<file path="src/rtl/i2c_target_pkg.sv">
// Shared types and constants for the I2C temperature-sensor target.
// No logic; latency and backpressure: n/a.
package i2c_target_pkg;

    typedef enum logic [3:0] {
        IDLE,
        ADDR,
        ADDR_ACK,
        PTR,
        PTR_ACK,
        WR_BYTE,
        WR_ACK,
        TX_BYTE,
        TX_ACKCHK,
        WAIT_STOP
    } state_e;

    localparam logic        SDA_ACK     = 1'b0;
    localparam logic        SDA_NACK    = 1'b1;
    localparam logic        RW_WRITE    = 1'b0;
    localparam logic        RW_READ     = 1'b1;
    localparam logic [2:0]  BIT_LAST    = 3'd7;
    localparam logic [15:0] UNMAPPED_RD = 16'hFFFF;

endpackage

</file>
<file path="src/rtl/i2c_line_sync.sv">
// Synchronizes SCL/SDA and flags SCL edges plus START/STOP bus conditions.
// Latency: 3 clk from pad to event pulse; no backpressure (pulses are single-cycle).
module i2c_line_sync (
    input  logic clk,
    input  logic rst_n,
    input  logic scl_in,
    input  logic sda_in,
    output logic scl_rise,
    output logic scl_fall,
    output logic start_det,
    output logic stop_det,
    output logic sda_s
);

    // [0],[1] form the synchronizer, [2] holds the previous synchronized value
    logic [2:0] scl_q, scl_d;
    logic [2:0] sda_q, sda_d;

    always_comb begin
        scl_d = {scl_q[1:0], scl_in};
        sda_d = {sda_q[1:0], sda_in};
    end

    always_ff @(posedge clk) begin
        if (!rst_n) begin
            scl_q <= 3'b111;
            sda_q <= 3'b111;
        end else begin
            scl_q <= scl_d;
            sda_q <= sda_d;
        end
    end

    assign scl_rise  =  scl_q[1] & ~scl_q[2];
    assign scl_fall  = ~scl_q[1] &  scl_q[2];
    assign start_det =  scl_q[1] &  scl_q[2] &  sda_q[2] & ~sda_q[1];
    assign stop_det  =  scl_q[1] &  scl_q[2] & ~sda_q[2] &  sda_q[1];
    assign sda_s     =  sda_q[1];

endmodule

</file>
<file path="src/rtl/i2c_temp_target.sv">
// I2C target emulating a P3T1035/P3T2030: pointer, 16-bit config and temperature registers.
// Latency: responds ~3 clk after each SCL edge; no clock stretching, SDA open-drain via sda_oe.
module i2c_temp_target
    import i2c_target_pkg::*;
#(
    parameter logic [6:0]  TARGET_ADDR = 7'b1111111,
    parameter logic [7:0]  TEMP_PTR    = 8'hFF,
    parameter logic [7:0]  CONF_PTR    = 8'h01,
    parameter logic [15:0] CONF_RESET  = 16'h60A0,
    parameter int          DATA_WIDTH  = 16
) (
    input  logic                  clk,
    input  logic                  rst_n,
    input  logic                  scl_in,
    input  logic                  sda_in,
    output logic                  sda_oe,
    input  logic [DATA_WIDTH-1:0] temp_value,
    output logic [DATA_WIDTH-1:0] config_q,
    output logic [7:0]            ptr_q,
    output logic                  busy,
    output logic                  rd_done
);

    logic scl_rise, scl_fall, start_det, stop_det, sda_s;

    i2c_line_sync u_sync (
        .clk       (clk),
        .rst_n     (rst_n),
        .scl_in    (scl_in),
        .sda_in    (sda_in),
        .scl_rise  (scl_rise),
        .scl_fall  (scl_fall),
        .start_det (start_det),
        .stop_det  (stop_det),
        .sda_s     (sda_s)
    );

    state_e          state_q, state_d;
    logic [7:0]      shift_q, shift_d;
    logic [2:0]      bit_cnt_q, bit_cnt_d;
    logic            rw_q, rw_d;
    logic [15:0]     tx_q, tx_d;
    logic            byte_sel_q, byte_sel_d;
    logic [1:0]      wr_cnt_q, wr_cnt_d;
    logic [7:0]      stage_q, stage_d;
    logic [15:0]     config_d;
    logic [7:0]      ptr_d;
    logic            busy_q, busy_d;
    logic            sda_oe_q, sda_oe_d;
    logic            rd_done_q, rd_done_d;
    logic [3:0]      tx_idx;

    // byte_sel 0 walks bits 15..8, byte_sel 1 walks bits 7..0
    assign tx_idx = {~byte_sel_q, ~bit_cnt_q};

    always_comb begin
        state_d    = state_q;
        shift_d    = shift_q;
        bit_cnt_d  = bit_cnt_q;
        rw_d       = rw_q;
        tx_d       = tx_q;
        byte_sel_d = byte_sel_q;
        wr_cnt_d   = wr_cnt_q;
        stage_d    = stage_q;
        config_d   = config_q;
        ptr_d      = ptr_q;
        busy_d     = busy_q;
        sda_oe_d   = sda_oe_q;
        rd_done_d  = 1'b0;

        if (start_det) begin
            state_d   = ADDR;
            bit_cnt_d = 3'd0;
            sda_oe_d  = 1'b0;
            busy_d    = 1'b1;
        end else if (stop_det) begin
            state_d   = IDLE;
            bit_cnt_d = 3'd0;
            sda_oe_d  = 1'b0;
            busy_d    = 1'b0;
        end else begin
            case (state_q)
                ADDR, PTR, WR_BYTE: begin
                    if (scl_rise) begin
                        shift_d   = {shift_q[6:0], sda_s};
                        bit_cnt_d = bit_cnt_q + 3'd1;
                        if (bit_cnt_q == BIT_LAST) begin
                            if (state_q == ADDR) begin
                                if (shift_d[7:1] == TARGET_ADDR) begin
                                    state_d = ADDR_ACK;
                                    rw_d    = shift_d[0];
                                end else begin
                                    state_d = WAIT_STOP;
                                end
                            end else if (state_q == PTR) begin
                                state_d = PTR_ACK;
                            end else begin
                                state_d = WR_ACK;
                            end
                        end
                    end
                end

                // First falling edge pulls SDA for the ACK, second releases it
                ADDR_ACK, PTR_ACK, WR_ACK: begin
                    if (scl_fall) begin
                        if (!sda_oe_q) begin
                            sda_oe_d = 1'b1;
                            if (state_q == PTR_ACK) begin
                                ptr_d    = shift_q;
                                wr_cnt_d = 2'd0;
                            end else if (state_q == WR_ACK) begin
                                if (ptr_q == CONF_PTR) begin
                                    if (wr_cnt_q == 2'd0) begin
                                        stage_d = shift_q;
                                    end else if (wr_cnt_q == 2'd1) begin
                                        config_d = {stage_q, shift_q};
                                    end
                                end
                                if (wr_cnt_q != 2'd2) begin
                                    wr_cnt_d = wr_cnt_q + 2'd1;
                                end
                            end
                        end else begin
                            sda_oe_d  = 1'b0;
                            bit_cnt_d = 3'd0;
                            if (state_q != ADDR_ACK) begin
                                state_d = WR_BYTE;
                            end else if (rw_q == RW_WRITE) begin
                                state_d = PTR;
                            end else begin
                                if (ptr_q == TEMP_PTR) begin
                                    tx_d = temp_value;
                                end else if (ptr_q == CONF_PTR) begin
                                    tx_d = config_q;
                                end else begin
                                    tx_d = UNMAPPED_RD;
                                end
                                byte_sel_d = 1'b0;
                                sda_oe_d   = ~tx_d[15];
                                state_d    = TX_BYTE;
                            end
                        end
                    end
                end

                TX_BYTE: begin
                    if (scl_fall) begin
                        sda_oe_d = ~tx_q[tx_idx];
                    end else if (scl_rise) begin
                        bit_cnt_d = bit_cnt_q + 3'd1;
                        if (bit_cnt_q == BIT_LAST) begin
                            state_d = TX_ACKCHK;
                        end
                    end
                end

                TX_ACKCHK: begin
                    if (scl_fall) begin
                        sda_oe_d = 1'b0;
                    end else if (scl_rise) begin
                        if (sda_s == SDA_ACK) begin
                            byte_sel_d = ~byte_sel_q;
                            state_d    = TX_BYTE;
                        end else if (sda_s == SDA_NACK) begin
                            rd_done_d = (rw_q == RW_READ);
                            state_d   = WAIT_STOP;
                        end
                    end
                end

                default: begin
                    sda_oe_d = 1'b0;
                end
            endcase
        end
    end

    always_ff @(posedge clk) begin
        if (!rst_n) begin
            state_q    <= IDLE;
            shift_q    <= 8'h00;
            bit_cnt_q  <= 3'd0;
            rw_q       <= 1'b0;
            tx_q       <= 16'h0000;
            byte_sel_q <= 1'b0;
            wr_cnt_q   <= 2'd0;
            stage_q    <= 8'h00;
            config_q   <= CONF_RESET;
            ptr_q      <= 8'h00;
            busy_q     <= 1'b0;
            sda_oe_q   <= 1'b0;
            rd_done_q  <= 1'b0;
        end else begin
            state_q    <= state_d;
            shift_q    <= shift_d;
            bit_cnt_q  <= bit_cnt_d;
            rw_q       <= rw_d;
            tx_q       <= tx_d;
            byte_sel_q <= byte_sel_d;
            wr_cnt_q   <= wr_cnt_d;
            stage_q    <= stage_d;
            config_q   <= config_d;
            ptr_q      <= ptr_d;
            busy_q     <= busy_d;
            sda_oe_q   <= sda_oe_d;
            rd_done_q  <= rd_done_d;
        end
    end

    assign sda_oe  = sda_oe_q;
    assign busy    = busy_q;
    assign rd_done = rd_done_q;

endmodule

</file>
<file path="config.mk">
export PLATFORM = sky130hd
export DESIGN_NAME = i2c_temp_target
export DESIGN_NICKNAME = d
export VERILOG_FILES = /design/src/rtl/i2c_target_pkg.sv /design/src/rtl/i2c_line_sync.sv /design/src/rtl/i2c_temp_target.sv
export SDC_FILE = /design/constraint.sdc
export NUM_CORES = 1
export LEC_CHECK = 0
export ABC_AREA = 1
export CORE_AREA = 2 2 83 85
export CTS_BUF_LIST = sky130_fd_sc_hd__clkbuf_16
export DETAILED_ROUTE_END_ITERATION = 10
export DIE_AREA = 0 0 85 87
export GPL_TIMING_DRIVEN = 0
export PLACE_DENSITY = 0.78
export SYNTH_ARGS = -nofsm -noshare
export SYNTH_HDL_FRONTEND = slang
export SYNTH_SLANG_ARGS = --single-unit
</file>
<file path="constraint.sdc">
create_clock -name clk -period 1.6 [get_ports clk]
set_clock_uncertainty 0.15 [all_clocks]
set_input_delay 0.16 -clock clk [delete_from_list [all_inputs] [get_ports clk]]
set_output_delay 0.16 -clock clk [all_outputs]
set_load 0.005 [all_outputs]
</file>
* After elaboration in Yosys (flattened, before gate mapping)
Cells that the tools add are included.
** Cells by class
- $add $sub $neg :: 2
- Magnitude comparators :: 1
- Eq/ne operators :: 38
- Multiplexer cells :: 54
- Bitwise operators :: 25
- Reduce and logical (&&, ||, !) cells :: 24
** Operators by type and width (number)
- $mux 16 :: 9
- $mux 4 :: 12
- $reduce_and 10->1 :: 4
- $ne 4x4->1 const B :: 9
- $ne 2x2->1 const B :: 15
- $reduce_and 7->1 :: 3
- $mux 1 :: 18
- $mux 3 :: 6
- $not 1->1 :: 17
- $eq 4x3->1 const B :: 4
- $pmux 4 s4 :: 1
- $reduce_and 4->1 :: 3
- $pmux 3 s3 :: 1
- $reduce_and 9->1 :: 1
- $reduce_or 3->1 :: 3
- $eq 4x2->1 const B :: 2
- $eq 8x1->1 const B :: 1
- $eq 8x8->1 const B :: 1
- $mux 2 :: 4
- $reduce_bool 2->1 :: 4
- $and 1x1->1 :: 7
- $eq 7x7->1 const B :: 1
- $reduce_or 7->1 :: 1
- $reduce_and 6->1 :: 1
- other kinds (16) :: 16
** Storage, ports and cells
- Register bits after elaboration :: 76
- Bits of input ports :: 20
- Output and inout port bits :: 27
- Word-level logic and storage cells :: 160

* Depth between registers and ports, before layout
- Depth in word-level cells :: 16
- Gate-level depth with buffers :: 12
- Gate-level depth less buffers :: 12

* By module
A second synthesis with hierarchy kept.
** Second synthesis, totals
- Cells, all modules :: 516
- Area, all modules :: 3653.5 µm²
** Modules (own cells, without submodules)
- i2c_temp_target :: times used 1, cells each 489, area an instance 3454.6 µm², seq. area each 1401.3 µm²
- i2c_line_sync :: times used 1, cells each 27, area an instance 198.9 µm², seq. area each 120.1 µm²

* Worst setup path after synthesis
No wires, ideal clock.
- Kind :: register to register
- Start :: reg wr_cnt_q[0]
- End :: reg config_q[0]
- Setup time :: 135 ps
- Arrival time :: 1209 ps
- Data required time :: 1315 ps
- Setup slack :: 106 ps
- Stages on the path, launching flop included :: 10
- Buffers on the path :: 1
- Period minus slack after synthesis :: 1494 ps
- Cells stage by stage :: dfxtp_1 > inv_1 > ha_1 > inv_1 > nand2_1 > nor2_4 > nand2_2 > buf_2 > nor2_1 > a211oi_1
** On the way
- Cells in the longest elaborated chain, start to end :: 3
- Elaborated cells between the ends (all ways) :: 4
- Those cells by class :: eq/ne (1); bitwise (1); reduce/logical (2)
** RTL lines
- from (decl) :: line i2c_temp_target.sv:44 : logic [1:0] wr_cnt_q, wr_cnt_d;
- from (signal assigned) :: line i2c_temp_target.sv:201 : wr_cnt_q <= wr_cnt_d;
- $logic_not 2->1 :: line i2c_temp_target.sv:114 : if (wr_cnt_q == 2'd0) begin
- $not 1->1 (no line)
- $reduce_and 10->1 (no line) *
- to (signal assigned) :: line i2c_temp_target.sv:203 : config_q <= config_d;
- to (decl) :: line i2c_temp_target.sv:18 : output logic [DATA_WIDTH-1:0] config_q,
Mark *: on every way between the ends. The rest lies on a longest branch, timed or not.
A chain may end at the register's enable or synchronous reset.

* Final worst setup path
- Start :: reg u_sync.scl_q[2]
- End :: reg config_q[4]
** On the way
- Cells in the longest elaborated chain, start to end :: 5
- Elaborated cells between the ends (all ways) :: 9
- Those cells by class :: bitwise (8); reduce/logical (1)
** RTL lines
- from (decl) :: line i2c_line_sync.sv:16 : logic [2:0] scl_q, scl_d;
- from (signal assigned) :: line i2c_line_sync.sv:29 : scl_q <= scl_d;
- $and 1x1->1 :: line i2c_line_sync.sv:36, i2c_line_sync.sv:37
- $and 1x1->1 (on tied branches) (2 in a row) :: line i2c_line_sync.sv:37, i2c_line_sync.sv:36
- $not 1->1 (no line)
- $reduce_and 10->1 (no line) *
Marked as above.

==> results.rst <==
.. list-table::
   :header-rows: 1

   * - Metric
     - Value
   * - Most instantiated flip-flop cell in the synthesis netlist
     - dfxtp_1
   * - I/O Buffers
     - 45
   * - Data arrival time of the critical path
     - 1.77 ns
   * - H-tree depth
     - 3
   * - Number of distinct standard cells referenced by the synthesized netlist
     - 33
   * - Share of the yosys chip area belonging to registers
     - 44.0%
   * - CTS hold repair buffers
     - 0
   * - Number of antenna violations at the first check in global routing
     - 0
   * - Std-Cell Rows
     - 30
   * - Initial DRC count
     - 251
   * - Run status
     - finished with violations
   * - Type of element capturing the critical path
     - flip-flop
   * - Leakage component of the power
     - 1.94 nW
   * - Post-Synth Adder-Cell Area
     - 1.81%
   * - Total track usage
     - 25.6%
   * - Die width
     - 85 um
   * - Internal
     - 3.71 mW
   * - Post-synthesis instance area
     - 3460 um2
   * - CP Max Fanout
     - 5
   * - Maximum number of pins on one net before global-route repair
     - 14
   * - Remaining max-slew budget at the tightest pin
     - 59.0%
   * - Cell Pwr Density
     - 1070 nW/um2
   * - Number of global-route vias before repair
     - 3,213
   * - Critical path data required time
     - 1.69 ns
   * - Syn_area_per_cell
     - 7.28 um2
   * - # nets final
     - 576
   * - Remaining global-route overflow
     - 0
   * - Xor-xnor portion of the synthesized cell area
     - 0%
   * - Clk_lat worst skew
     - 0.33 ns
   * - Maximum number of buffers from clock root to sink
     - 2
   * - Diode insertion count for antenna repair
     - 0
   * - Switching power as a share of total power
     - 28.9%
   * - Residual DRC count
     - 0
   * - Cts bufs inserted
     - 9
   * - Global placement routability congestion
     - 0.929
   * - Core Area
     - 6570 um2
   * - Number of search-and-repair iterations in the first detailed-routing pass
     - 5
   * - Reported max-cap violation count
     - 0
   * - Largest family of logic cells by synthesized area
     - simple AND/OR/NAND/NOR gates
   * - Initial standard-cell utilization of the core
     - 52.6%
   * - Cell types with the highest counts after synthesis
     - nand2_1, dfxtp_1, nor2_1
   * - RSZ-0062 raised after global routing
     - true
   * - Count of clock tree sinks
     - 76
   * - Leading cell types by total area after synthesis
     - dfxtp_1, nand2_1, nor2_1
   * - TritonCTS clock tree
     - yes
   * - Endpoints failing setup
     - 41
   * - Net Sw Power
     - 1.51 mW
   * - Total power consumption of the routed design
     - 5.21 mW
   * - Combinational share of power
     - 19.0%
   * - IO Pins
     - 47
   * - FMAX
     - 595 MHz
   * - Count of vias placed by the detailed router
     - 3,539
   * - Top-area cell type share of the netlist area
     - 44.0%
   * - Peak VDD IR
     - 919 uV
   * - Area leader, netlist
     - dfxtp_1
   * - Complex-gate fraction of the synthesized area
     - 17.7%
   * - Clock network power share
     - 41.0%
   * - Fraction of synthesized area in multiplexers
     - 0%
   * - Number of enable-type register cells in the synthesized netlist
     - 0
   * - Slew at the pin with the worst max-slew slack
     - 0.615 ns
   * - Violations in the final reports
     - negative setup slack
   * - Final period demand of the worst path
     - 1.68 ns
   * - Register clock-pin slew on the reported worst setup and hold paths
     - 0.06 ns
   * - Syn. warnings
     - 0
   * - Register bit count reported by yosys
     - 76
   * - CP startpoint kind
     - flip-flop
   * - Global-route wire length before repair
     - 15,100 um
   * - Fin. Hold Viols
     - 0
   * - Count of antenna-violating nets left after detailed routing
     - 0
   * - Master cell of the clock root buffer
     - clkbuf_16
   * - Crit Path Category
     - flip-flop to flip-flop
   * - Die area
     - 7400 um2
   * - Sequential cell fraction of total power
     - 40.0%
   * - Post-detail-place hpwl
     - 6550 um
   * - Net count of the mapped netlist
     - 500
   * - Final cell count without fillers
     - 636
   * - Average wire length per cell after detail routing
     - 15.6 um
   * - Simple-gate area share of the yosys netlist
     - 28.3%
   * - Number of max-slew violations in the final report
     - 0
   * - Final WL
     - 9950 um
   * - Height of the chip
     - 87 um
   * - Synth-to-Final Area Change
     - 40.4%
   * - Period utilization
     - 105%
   * - Most used standard cell by instance count after synthesis
     - nand2_1
   * - Detailed-route vias per instance
     - 5.56
   * - Worst-case setup margin in the final layout
     - -0.0811 ns
   * - Placed cells
     - 600
   * - Hold crit path type
     - primary input to flip-flop
   * - Share of flip-flops with an asynchronous set or reset after synthesis
     - 0%
   * - Layout cells sized above 1
     - 27.9%
   * - Synthesized netlist cell count
     - 475
## placed cells by master, fill, tap and decap left out, types with 15 or more instances in the layout
cell type,Yosys,routed
a21oi_1,31,28
buf_4,0,16
clkdlybuf4s50_1,0,45
dfxtp_1,76,60
inv_1,38,34
nand2_1,96,83
nand3_1,22,21
nor2_1,76,54
nor2_2,9,15
nor2_4,3,19
o21ai_0,31,20
## state kept, by name, summed over array words and instances, names as in the netlist, 2 cells and up
signal        cells
wr_cnt_q          2
bit_cnt_q         3
ptr_q             8
config_q         16
tx_q             16
state_q           4
u_sync.sda_q      3
shift_q           8
stage_q           8
u_sync.scl_q      3
## power groups by stage
stage | sequential, mW | combinational [mW] | clock, mW
after global routing | 2.09 | 1.11 | 2.23
after CTS | 2.04 | 0.856 | 2.15
after detailed placement | 2.07 | 0.816 | 0
final | 2.08 | 0.991 | 2.14
after floorplan | 2.05 | 0.607 | 0
after global placement | 2.07 | 0.804 | 0
## path summary, 6_finish.rpt
kind	cells after the start	to	slack, ns	from
setup / recovery	9	config_q[4]	-0.08	u_sync.scl_q[2]
hold / removal	3	tx_q[15]	0.17	rst_n
setup reg to reg	9	config_q[4]	-0.08	u_sync.scl_q[2]
hold reg to reg	1	u_sync.sda_q[1]	0.26	u_sync.sda_q[0]
## critical path, cell delays in order (launching register included)
cell and delay, ns:
dfxtp_2 0.35, inv_2 0.05, nor2_4 0.13, inv_2 0.07
nor2_4 0.15, inv_4 0.07, nor2_4 0.14, nand2_4 0.10
buf_6 0.15, a211oi_1 0.23
## what timing repair did
item                                   4_1_cts  5_1_grt
cloned                                       0        3
endpoints found under the hold margin        0        0
pin swaps                                    5       19
setup endpoints to repair                   46       61
setup buffers                                4       14
resized for setup                           35      104
## per-layer routing
metal	vias up	GRT usage [%]	wire [um]
li1	1731	-	-
met1	1659	33.0	4370
met2	121	41.8	4770
met3	28	4.55	523
met4	0	12.0	284
met5	-	0	0
## stage by stage
stage | utilization (%) | area (um2) | setup TNS (ns) | setup WS (ns) | hold slack [ns]
2_1_floorplan | - | 3460 | 0 | 0.106 | 0.117
4_1_cts | 67.5 | 4430 | -0.0316 | -0.00993 | 0.143
3_5_place_dp | 61.0 | 4010 | -4.44 | -0.159 | 0.252
3_3_place_gp | 61.0 | 4010 | -3.57 | -0.142 | 0.245
5_1_grt | 73.8 | 4850 | -5.36 | -0.142 | 0.175
6_report | 73.8 | 4850 | -1.32 | -0.0811 | 0.169
## cells by family after synthesis
family	count (synthesis)
AO/OA/AOI/OAI	101
adder cells (fa/ha/maj)	5
buffers and inverters	68
flip-flops	76
AND/OR/NAND/NOR	225
## layout make-up
class | instances | area [um2]
multi-input cells | 332 | 1930
plain buffers | 15 | 106
clock inverters | 7 | 91.3
flip-flops and latches | 76 | 1550
repair buffers | 65 | 624
well taps | 80 | 100
inverters | 52 | 220
fillers | 488 | 1720
clock buffers | 9 | 225
Note: power is estimated with default switching activity, not from simulation.
